File: src/rtl/vram_ctrl_if.sv
// Bus bundle between vram_ctrl and its neighbours: video scanout, CPU bus and the RAM macro.
// The controller connects through the slave modport; the surrounding logic uses master.
interface vram_ctrl_if #(
  parameter int ADDR_WIDTH = 12,
  parameter int DATA_WIDTH = 8
);
  logic                  vid_req;
  logic [ADDR_WIDTH-1:0] vid_addr;
  logic                  vid_valid;
  logic [DATA_WIDTH-1:0] vid_data;
  logic                  cpu_rreq;
  logic [ADDR_WIDTH-1:0] cpu_raddr;
  logic                  cpu_rready;
  logic                  cpu_rvalid;
  logic [DATA_WIDTH-1:0] cpu_rdata;
  logic                  cpu_wreq;
  logic [ADDR_WIDTH-1:0] cpu_waddr;
  logic [DATA_WIDTH-1:0] cpu_wdata;
  logic                  cpu_wready;
  logic                  clr_start;
  logic [DATA_WIDTH-1:0] clr_value;
  logic                  clr_busy;
  logic [ADDR_WIDTH-1:0] ram_raddr;
  logic [DATA_WIDTH-1:0] ram_dout;
  logic [ADDR_WIDTH-1:0] ram_waddr;
  logic [DATA_WIDTH-1:0] ram_din;
  logic                  ram_wen;

  modport slave (
    input  vid_req, vid_addr, cpu_rreq, cpu_raddr, cpu_wreq, cpu_waddr, cpu_wdata,
           clr_start, clr_value, ram_dout,
    output vid_valid, vid_data, cpu_rready, cpu_rvalid, cpu_rdata, cpu_wready,
           clr_busy, ram_raddr, ram_waddr, ram_din, ram_wen
  );

  modport master (
    output vid_req, vid_addr, cpu_rreq, cpu_raddr, cpu_wreq, cpu_waddr, cpu_wdata,
           clr_start, clr_value, ram_dout,
    input  vid_valid, vid_data, cpu_rready, cpu_rvalid, cpu_rdata, cpu_wready,
           clr_busy, ram_raddr, ram_waddr, ram_din, ram_wen
  );
endinterface

File: src/rtl/vram_ctrl.sv
// Video RAM front end: video/CPU read arbitration, one-entry CPU write buffer and clear/fill engine.
// Optional macro VRAM_CTRL_RAW_BYPASS_EN forwards same-cycle write data to the read response.
module vram_ctrl #(
  parameter int ADDR_WIDTH = 12,
  parameter int DATA_WIDTH = 8
) (
  input  logic        clk,
  input  logic        rst_n,
  vram_ctrl_if.slave  bus
);

  typedef enum logic {IDLE = 1'b0, FILL = 1'b1} state_t;

  state_t                state_q;
  logic [ADDR_WIDTH-1:0] cnt_q;
  logic [DATA_WIDTH-1:0] clr_val_q;

  logic                  rpend_q, rpend_d;
  logic [ADDR_WIDTH-1:0] raddr_q;
  logic                  vvld_q, cvld_q;
  logic [DATA_WIDTH-1:0] rdata_q;

  logic                  wb_full_q, wb_full_d;
  logic [ADDR_WIDTH-1:0] wb_addr_q;
  logic [DATA_WIDTH-1:0] wb_data_q;

  logic                  cpu_issue, r_accept, drain, w_accept;
  logic [DATA_WIDTH-1:0] rsp_data;

  // Video owns the read port whenever it asks; the CPU only issues in gaps.
  assign cpu_issue = rpend_q & ~bus.vid_req;
  assign r_accept  = bus.cpu_rreq & ~rpend_q;
  assign drain     = wb_full_q & (state_q == IDLE);
  assign w_accept  = bus.cpu_wreq & bus.cpu_wready;

  assign bus.ram_raddr  = bus.vid_req ? bus.vid_addr : raddr_q;
  assign bus.cpu_rready = ~rpend_q;
  assign bus.cpu_wready = ~wb_full_q | drain;
  assign bus.clr_busy   = (state_q == FILL);

  always_comb begin
    bus.ram_wen   = 1'b0;
    bus.ram_waddr = wb_addr_q;
    bus.ram_din   = wb_data_q;
    if (state_q == FILL) begin
      bus.ram_wen   = 1'b1;
      bus.ram_waddr = cnt_q;
      bus.ram_din   = clr_val_q;
    end else if (wb_full_q) begin
      bus.ram_wen   = 1'b1;
    end
  end

`ifdef VRAM_CTRL_RAW_BYPASS_EN
  logic                  fwd_q, fwd_hit;
  logic [DATA_WIDTH-1:0] fwd_data_q;

  assign fwd_hit  = bus.ram_wen & (bus.ram_waddr == bus.ram_raddr) & (bus.vid_req | rpend_q);
  assign rsp_data = fwd_q ? fwd_data_q : bus.ram_dout;

  always_ff @(posedge clk or negedge rst_n) begin
    if (!rst_n) begin
      fwd_q      <= 1'b0;
      fwd_data_q <= '0;
    end else begin
      fwd_q <= fwd_hit;
      if (fwd_hit) fwd_data_q <= bus.ram_din;
    end
  end
`else
  assign rsp_data = bus.ram_dout;
`endif

  // Response data comes straight from the RAM output register; cpu_rdata is held afterwards.
  assign bus.vid_valid  = vvld_q;
  assign bus.vid_data   = vvld_q ? rsp_data : '0;
  assign bus.cpu_rvalid = cvld_q;
  assign bus.cpu_rdata  = cvld_q ? rsp_data : rdata_q;

  always_comb begin
    rpend_d = rpend_q;
    if (r_accept)       rpend_d = 1'b1;
    else if (cpu_issue) rpend_d = 1'b0;
  end

  always_ff @(posedge clk or negedge rst_n) begin
    if (!rst_n) begin
      rpend_q <= 1'b0;
      raddr_q <= '0;
      vvld_q  <= 1'b0;
      cvld_q  <= 1'b0;
      rdata_q <= '0;
    end else begin
      rpend_q <= rpend_d;
      vvld_q  <= bus.vid_req;
      cvld_q  <= cpu_issue;
      if (r_accept) raddr_q <= bus.cpu_raddr;
      if (cvld_q)   rdata_q <= rsp_data;
    end
  end

  always_comb begin
    wb_full_d = wb_full_q;
    if (w_accept)   wb_full_d = 1'b1;
    else if (drain) wb_full_d = 1'b0;
  end

  always_ff @(posedge clk or negedge rst_n) begin
    if (!rst_n) begin
      wb_full_q <= 1'b0;
      wb_addr_q <= '0;
      wb_data_q <= '0;
    end else begin
      wb_full_q <= wb_full_d;
      if (w_accept) begin
        wb_addr_q <= bus.cpu_waddr;
        wb_data_q <= bus.cpu_wdata;
      end
    end
  end

  // The fill owns the write port for exactly 2^ADDR_WIDTH cycles; the counter wraps to end it.
  always_ff @(posedge clk or negedge rst_n) begin
    if (!rst_n) begin
      state_q   <= IDLE;
      cnt_q     <= '0;
      clr_val_q <= '0;
    end else begin
      case (state_q)
        IDLE: begin
          if (bus.clr_start) begin
            clr_val_q <= bus.clr_value;
            cnt_q     <= '0;
            state_q   <= FILL;
          end
        end
        FILL: begin
          cnt_q <= cnt_q + {{(ADDR_WIDTH-1){1'b0}}, 1'b1};
          if (&cnt_q) state_q <= IDLE;
        end
        default: state_q <= IDLE;
      endcase
    end
  end

endmodule

File: src/flat_wrapper.sv
// flat-port wrapper written by rule: the top's interface ports become plain ports
module vram_ctrl_flat 
#(
  parameter int ADDR_WIDTH = 12,
  parameter int DATA_WIDTH = 8
)
  (clk, rst_n, bus_vid_req, bus_vid_addr, bus_cpu_rreq, bus_cpu_raddr, bus_cpu_wreq, bus_cpu_waddr, bus_cpu_wdata, bus_clr_start, bus_clr_value, bus_ram_dout, bus_vid_valid, bus_vid_data, bus_cpu_rready, bus_cpu_rvalid, bus_cpu_rdata, bus_cpu_wready, bus_clr_busy, bus_ram_raddr, bus_ram_waddr, bus_ram_din, bus_ram_wen);
  vram_ctrl_if #(.ADDR_WIDTH(ADDR_WIDTH), .DATA_WIDTH(DATA_WIDTH)) bus_i ();
  input  logic clk;
  input  logic rst_n;
  input wire logic [$bits(bus_i.vid_req)-1:0] bus_vid_req;
  input wire logic [$bits(bus_i.vid_addr)-1:0] bus_vid_addr;
  input wire logic [$bits(bus_i.cpu_rreq)-1:0] bus_cpu_rreq;
  input wire logic [$bits(bus_i.cpu_raddr)-1:0] bus_cpu_raddr;
  input wire logic [$bits(bus_i.cpu_wreq)-1:0] bus_cpu_wreq;
  input wire logic [$bits(bus_i.cpu_waddr)-1:0] bus_cpu_waddr;
  input wire logic [$bits(bus_i.cpu_wdata)-1:0] bus_cpu_wdata;
  input wire logic [$bits(bus_i.clr_start)-1:0] bus_clr_start;
  input wire logic [$bits(bus_i.clr_value)-1:0] bus_clr_value;
  input wire logic [$bits(bus_i.ram_dout)-1:0] bus_ram_dout;
  output wire logic [$bits(bus_i.vid_valid)-1:0] bus_vid_valid;
  output wire logic [$bits(bus_i.vid_data)-1:0] bus_vid_data;
  output wire logic [$bits(bus_i.cpu_rready)-1:0] bus_cpu_rready;
  output wire logic [$bits(bus_i.cpu_rvalid)-1:0] bus_cpu_rvalid;
  output wire logic [$bits(bus_i.cpu_rdata)-1:0] bus_cpu_rdata;
  output wire logic [$bits(bus_i.cpu_wready)-1:0] bus_cpu_wready;
  output wire logic [$bits(bus_i.clr_busy)-1:0] bus_clr_busy;
  output wire logic [$bits(bus_i.ram_raddr)-1:0] bus_ram_raddr;
  output wire logic [$bits(bus_i.ram_waddr)-1:0] bus_ram_waddr;
  output wire logic [$bits(bus_i.ram_din)-1:0] bus_ram_din;
  output wire logic [$bits(bus_i.ram_wen)-1:0] bus_ram_wen;
  assign bus_i.vid_req = bus_vid_req;
  assign bus_i.vid_addr = bus_vid_addr;
  assign bus_i.cpu_rreq = bus_cpu_rreq;
  assign bus_i.cpu_raddr = bus_cpu_raddr;
  assign bus_i.cpu_wreq = bus_cpu_wreq;
  assign bus_i.cpu_waddr = bus_cpu_waddr;
  assign bus_i.cpu_wdata = bus_cpu_wdata;
  assign bus_i.clr_start = bus_clr_start;
  assign bus_i.clr_value = bus_clr_value;
  assign bus_i.ram_dout = bus_ram_dout;
  assign bus_vid_valid = bus_i.vid_valid;
  assign bus_vid_data = bus_i.vid_data;
  assign bus_cpu_rready = bus_i.cpu_rready;
  assign bus_cpu_rvalid = bus_i.cpu_rvalid;
  assign bus_cpu_rdata = bus_i.cpu_rdata;
  assign bus_cpu_wready = bus_i.cpu_wready;
  assign bus_clr_busy = bus_i.clr_busy;
  assign bus_ram_raddr = bus_i.ram_raddr;
  assign bus_ram_waddr = bus_i.ram_waddr;
  assign bus_ram_din = bus_i.ram_din;
  assign bus_ram_wen = bus_i.ram_wen;
  vram_ctrl #(.ADDR_WIDTH(ADDR_WIDTH), .DATA_WIDTH(DATA_WIDTH)) u_core (.clk(clk), .rst_n(rst_n), .bus(bus_i));
endmodule
File: config.mk
export PLATFORM = sky130hd
export DESIGN_NAME = vram_ctrl_flat
export DESIGN_NICKNAME = d
export VERILOG_FILES = /design/src/rtl/vram_ctrl_if.sv /design/src/rtl/vram_ctrl.sv /design/src/flat_wrapper.sv
export SDC_FILE = /design/constraint.sdc
export NUM_CORES = 1
export LEC_CHECK = 0
export ABC_AREA = 1
export BUFFER_PORTS_ARGS = -buffer_cell sky130_fd_sc_hd__buf_2
export CAP_MARGIN = 40
export CORE_ASPECT_RATIO = 0.8
export CORE_MARGIN = 4
export CORE_UTILIZATION = 45
export CTS_CLUSTER_SIZE = 40
export DETAILED_ROUTE_END_ITERATION = 12
export GPL_TIMING_DRIVEN = 0
export PLACE_DENSITY = 0.74
export SYNTH_ARGS = -nofsm -noshare
export SYNTH_HDL_FRONTEND = slang
export SYNTH_SLANG_ARGS = --single-unit
File: constraint.sdc
create_clock -name clk -period 3 [get_ports clk]
set_clock_uncertainty 0.2 [all_clocks]
set_input_delay 0.45 -clock clk [delete_from_list [all_inputs] [get_ports clk]]
set_output_delay 0.45 -clock clk [all_outputs]
set_load 0.02 [all_outputs]
=== Word-level counts from Yosys, hierarchy flattened ===
Index checks and enable logic that the tools add are counted.

* Word-level logic and storage cells: 42
* Bits of input ports: 66
* Output and inout bits: 54
* Register bits: 65

* $add $sub $neg: 1
* Eq/ne operators: 1
* Mux-type cells: 16
* Bitwise logic cells: 9
* Reductions and logical operators: 4

{| class="wikitable"
|+ Operators with widths
! kind !! count
|-
| 12-bit two-way mux || 3
|-
| 8-bit two-way mux || 3
|-
| 12-bit case mux with 2 select lines || 1
|-
| 12-bit by 1-bit adder with 12-bit output, second input constant || 1
|-
| 12-bit AND reduction || 1
|-
| 1-bit two-way mux || 8
|-
| 1-bit bitwise AND || 4
|-
| 1-bit NOT || 4
|-
| 2-bit nonzero test || 2
|-
| 2-bit != test, second input constant || 1
|-
| 1-bit case mux with 2 select lines || 1
|-
| 2-bit AND reduction || 1
|-
| 1-bit bitwise OR || 1
|}

=== Depth between registers and ports, before layout ===
* Depth in word-level cells: 5
* Mapped depth: 8
* Depth with buffers taken out: 6

=== Least setup slack after synthesis ===
Ideal clock, no wire load.

* Path type: flip-flop to output port
* Start: register u_core.state_q, in the netlist u_core.bus.clr_busy
* End: output bus_ram_waddr[11]
* Buffers on the path: 2
* Data required time: 2.350 ns
* Stages on the path, launching flop included: 5
* Slack: 1.035 ns
* Data arrival time: 1.315 ns
* Cells stage by stage: dfrtp_1 > buf_6 > inv_4 > buf_2 > o21ai_0

* Longest elaborated chain between the ends: 1

{| class="wikitable"
|+ Ends and longest elaborated chain
! element !! line !! text
|-
| start: declaration || vram_ctrl.sv:14 || <nowiki>state_t state_q;</nowiki>
|-
| start signal: assignment || vram_ctrl.sv:125 || <nowiki>state_q <= IDLE;</nowiki>
|-
| start signal: assignment || vram_ctrl.sv:134 || <nowiki>state_q <= FILL;</nowiki>
|-
| start signal: assignment || vram_ctrl.sv:139 || <nowiki>if (&cnt_q) state_q <= IDLE;</nowiki>
|-
| 12-bit two-way mux || vram_ctrl.sv:45 || <nowiki>if (state_q == FILL) begin</nowiki>
|-
| end: declaration || flat_wrapper.sv:29 || <nowiki>output wire logic [$bits(bus_i.ram_waddr)-1:0] bus_ram_waddr;</nowiki>
|}

No other way between the ends.

=== Worst setup path in the final report ===
* Start: register u_core.state_q, in the netlist u_core.bus.clr_busy
* End: output bus_ram_waddr[10]

Same word-level chain as after synthesis.

==> metrics.md <==
| Metric | Value |
|---|---|
| Status | completed |
| Comb power frac | 31.5% |
| CP arrival | 1.62 ns |
| IO Port Bufs | 119 |
| Hold Crit Class | in -> async |
| Cell area power density | 748 nW/µm² |
| Share of power burned in registers | 45.0% |
| Slew HR | 45.4% |
| Critical Path Fanout Max | 10 |
| VDD IR-drop max | 0.298 mV |
| Setup_tns | 0 ns |
| WL final | 8150 µm |
| I/O pin cnt | 120 |
| Worst skew pair latency | 0.33 ns |
| Post-DP HPWL | 6190 µm |
| Tmin final | 2.27 ns |
| Critical Path Max Stage Delay | 0.39 ns |
| Lkg Pwr | 2.28 nW |
| CP most frequent cell | buf_2 |
| Worst-Margin Slew | 0.819 ns |
| Count of final setup violators | 0 |
| DRC viols | 0 |
| Number of global-route vias before repair | 2773 |
| Cts bufs inserted | 9 |
| Internal power | 1.91 mW |
| Routed len/inst | 13.8 µm |
| #FFs+latches synth | 65 |
| Core area | 6570 µm² |
| # diodes | 0 |
| Synth top area share | 52.2% |
| Clock share of power | 23.5% |
| First-pass GRT wire length | 13500 µm |
| DIE AREA | 8330 µm² |
| DRT antenna net count | 0 |
| Startpoint types | flop |
| Met2 Use GR | 32.8% |
| Total gr overflow | 0 |
| Fillers | 655 |
| Period utilization | 75.8% |
| Seq/Total Area, Yosys | 52.2% |
| Syn nets | 441 |
| TritonCTS clock tree | yes |
| CP max stage cell | dfrtp_1 |
| Reg-to-reg startpoint | u_core.cnt_q[0]$_DFFE_PN0P_ |
| FF-to-FF path depth | 6 |
| RSZ-0062 raised after global routing | false |
| Max-cap violations | 0 |
| Post-synth top area cell | dfrtp_1 |
| Starting Density | 47.4% |
| Syn_area_per_cell | 8.34 µm² |
| Tot GR Track Use | 21.0% |
| Most Crowded Layer GR | met2 |
| Initial antenna violation count | 0 |
| Reg-to-reg endpoint | u_core.bus.clr_busy$_DFF_PN0_ |
| Worst path cell trace | buf_6 -> inv_4 -> buf_2 -> nand2_1 -> o21ai_0 -> buf_2 |
| CTS clk-pin slew, worst paths | 0.07 ns |
| Grt met3 use | 4.95% |
| Die Height | 82.5 µm |
| Placer Congestion | 0.809 |
| DRT iter0 DRCs | 129 |
| R2r setup slk | 1.36 ns |
| Crit Path Class | reg -> out |
| Buffer count from post-CTS setup fixing | 0 |
| Switching Fraction | 36.5% |
| Die X | 101 µm |
| Main area contributors after synthesis | dfrtp_1, nand2_1, mux2_2 |
| Nets@finish | 571 |
| Vias | 2880 |
| Via/cell ratio | 4.86 |
| Critical path launch point | u_core.bus.clr_busy$_DFF_PN0_ |
| Net Switching | 1.10 mW |
| Clock Tree Buf Depth | 2 |
| Max Freq | 440 MHz |
| Worst hold slack | 0.0105 ns |
| Hold Fails Final Rpt | 0 |
| Cts hold-fix bufs | 0 |
| Final Max Tran Viols | 0 |
| Area grow syn2layout | 28.7% |
| Share of layout cells above drive strength 1 | 35.8% |
| Largest net degree at the start of global routing | 66 |
| PostCTS Resize Cnt | 0 |
| Post-Synthesis Cells | 374 |
| CTS root buf | clkbuf_8 |
| Critical Path Sink Type | output pin |
| H-tree Lvls | 3 |
| M1 GR Usage | 28.9% |
| Detailed Routing Iterations Pass 1 | 5 |
| CTS Sinks | 65 |
| Placement Rows | 26 |
| Post-Syn Area | 3120 µm² |
| CP required | 2.35 ns |
| Synth cell types | 26 |
| Synth warn | 0 |
-- final cells by class --
cell class	instances	area, µm²	share of cell area, %
inverter	26	100	2.49
timing repair buffer	119	598	14.9
clock inverter	2	10.0	0.249
clock buffer	14	183	4.55
multi-input combinational	265	1280	32.0
tap	84	105	2.62
sequential	65	1630	40.5
buffer	18	106	2.65
-- power by group through the flow --
stage	Combinational, mW	Sequential (mW)	Clock, mW
after floorplan	0.660	1.31	0
after global placement	0.930	1.35	0
after detailed placement	0.954	1.36	0
after CTS	0.958	1.35	0.725
after global routing	1.06	1.39	0.761
final	0.946	1.35	0.706
-- layer usage --
metal  share of wire (%)  wire length [µm]
met1                  44              3610
met2                  47              3820
met3                 7.6               616
met4                 1.2               100
met5                   0                 0
-- cell families (layout without fill, tap and decap cells) --
kind of cell | count (synthesis) | in the layout | share of synthesized area [%]
DFF | 65 | 65 | 52.2
adders and majority gates | 1 | 1 | 0.401
xor gates and xnor gates | 1 | 1 | 0.281
muxes | 18 | 18 | 6.50
AOI/OAI and AO/OA | 24 | 24 | 4.01
and+or+nand+nor | 221 | 221 | 30.0
buffers and inverters | 44 | 179 | 6.62
-- synth_stat cells (all sizes together) --
| cell type | n |
|---|---|
| clkbuf | 4 |
| nand2 | 171 |
| o22ai | 1 |
| nand3 | 29 |
| inv | 26 |
| ha | 1 |
| mux2 | 18 |
| nand4 | 2 |
| o21ai | 19 |
| xnor2 | 1 |
| a21oi | 4 |
| or2 | 1 |
| buf | 14 |
| dfrtp | 65 |
| nor2 | 18 |
-- registers in the layout, indices dropped and copies added, names as in the netlist --
signal / cells
u_core.bus.cpu_rvalid: 1
u_core.wb_data_q: 8
u_core.rdata_q: 8
u_core.wb_addr_q: 12
u_core.cnt_q: 12
u_core.bus.clr_busy: 1
u_core.raddr_q: 12
u_core.wb_full_q: 1
u_core.rpend_q: 1
u_core.clr_val_q: 8
u_core.bus.vid_valid: 1
-- cell usage in the layout (no fill, tap or decap), drive strengths merged --
| cell type | n |
|---|---|
| nand2 | 171 |
| buf | 133 |
| dfrtp | 65 |
| nand3 | 29 |
| inv | 26 |
| o21ai | 19 |
| mux2 | 18 |
| nor2 | 18 |
| clkbuf | 18 |
| a21oi | 4 |
| nand4 | 2 |
| clkinv | 2 |
| or2 | 1 |
| xnor2 | 1 |
| o22ai | 1 |
| ha | 1 |
-- worst max-delay path by stage --
stage                                           end  cells after the start
global placement    u_core.clr_val_q[6]$_DFFE_PN0P_                      1
finish                            bus_ram_waddr[10]                      6
CTS                               bus_ram_waddr[10]                      6
detailed placement                 bus_ram_waddr[6]                      6
floorplan                         bus_ram_waddr[11]                      4
global route                       bus_ram_waddr[7]                      5
-- through the flow --
stage | setup slack [ns] | power [mW] | instances | util, % | area (µm²)
final | 0.726 | 3.00 | 593 | 61.1 | 4010
after global routing | 0.588 | 3.22 | 593 | 61.1 | 4010
after CTS | 0.699 | 3.03 | 593 | 61.1 | 4010
after detailed placement | 1.12 | 2.32 | 577 | 58.1 | 3820
after global placement | 1.04 | 2.28 | 577 | 58.1 | 3820
after floorplan | 1.04 | 1.97 | 374 | - | 3120
-- critical path: cells and delay by family, from the launching register on --
family | cells | cell delay (ns)
buf+inv | 4 | 0.68
simple gates | 1 | 0.13
compound gates | 1 | 0.09
flops | 1 | 0.39
No activity file was read; power rests on OpenSTA's default activity.
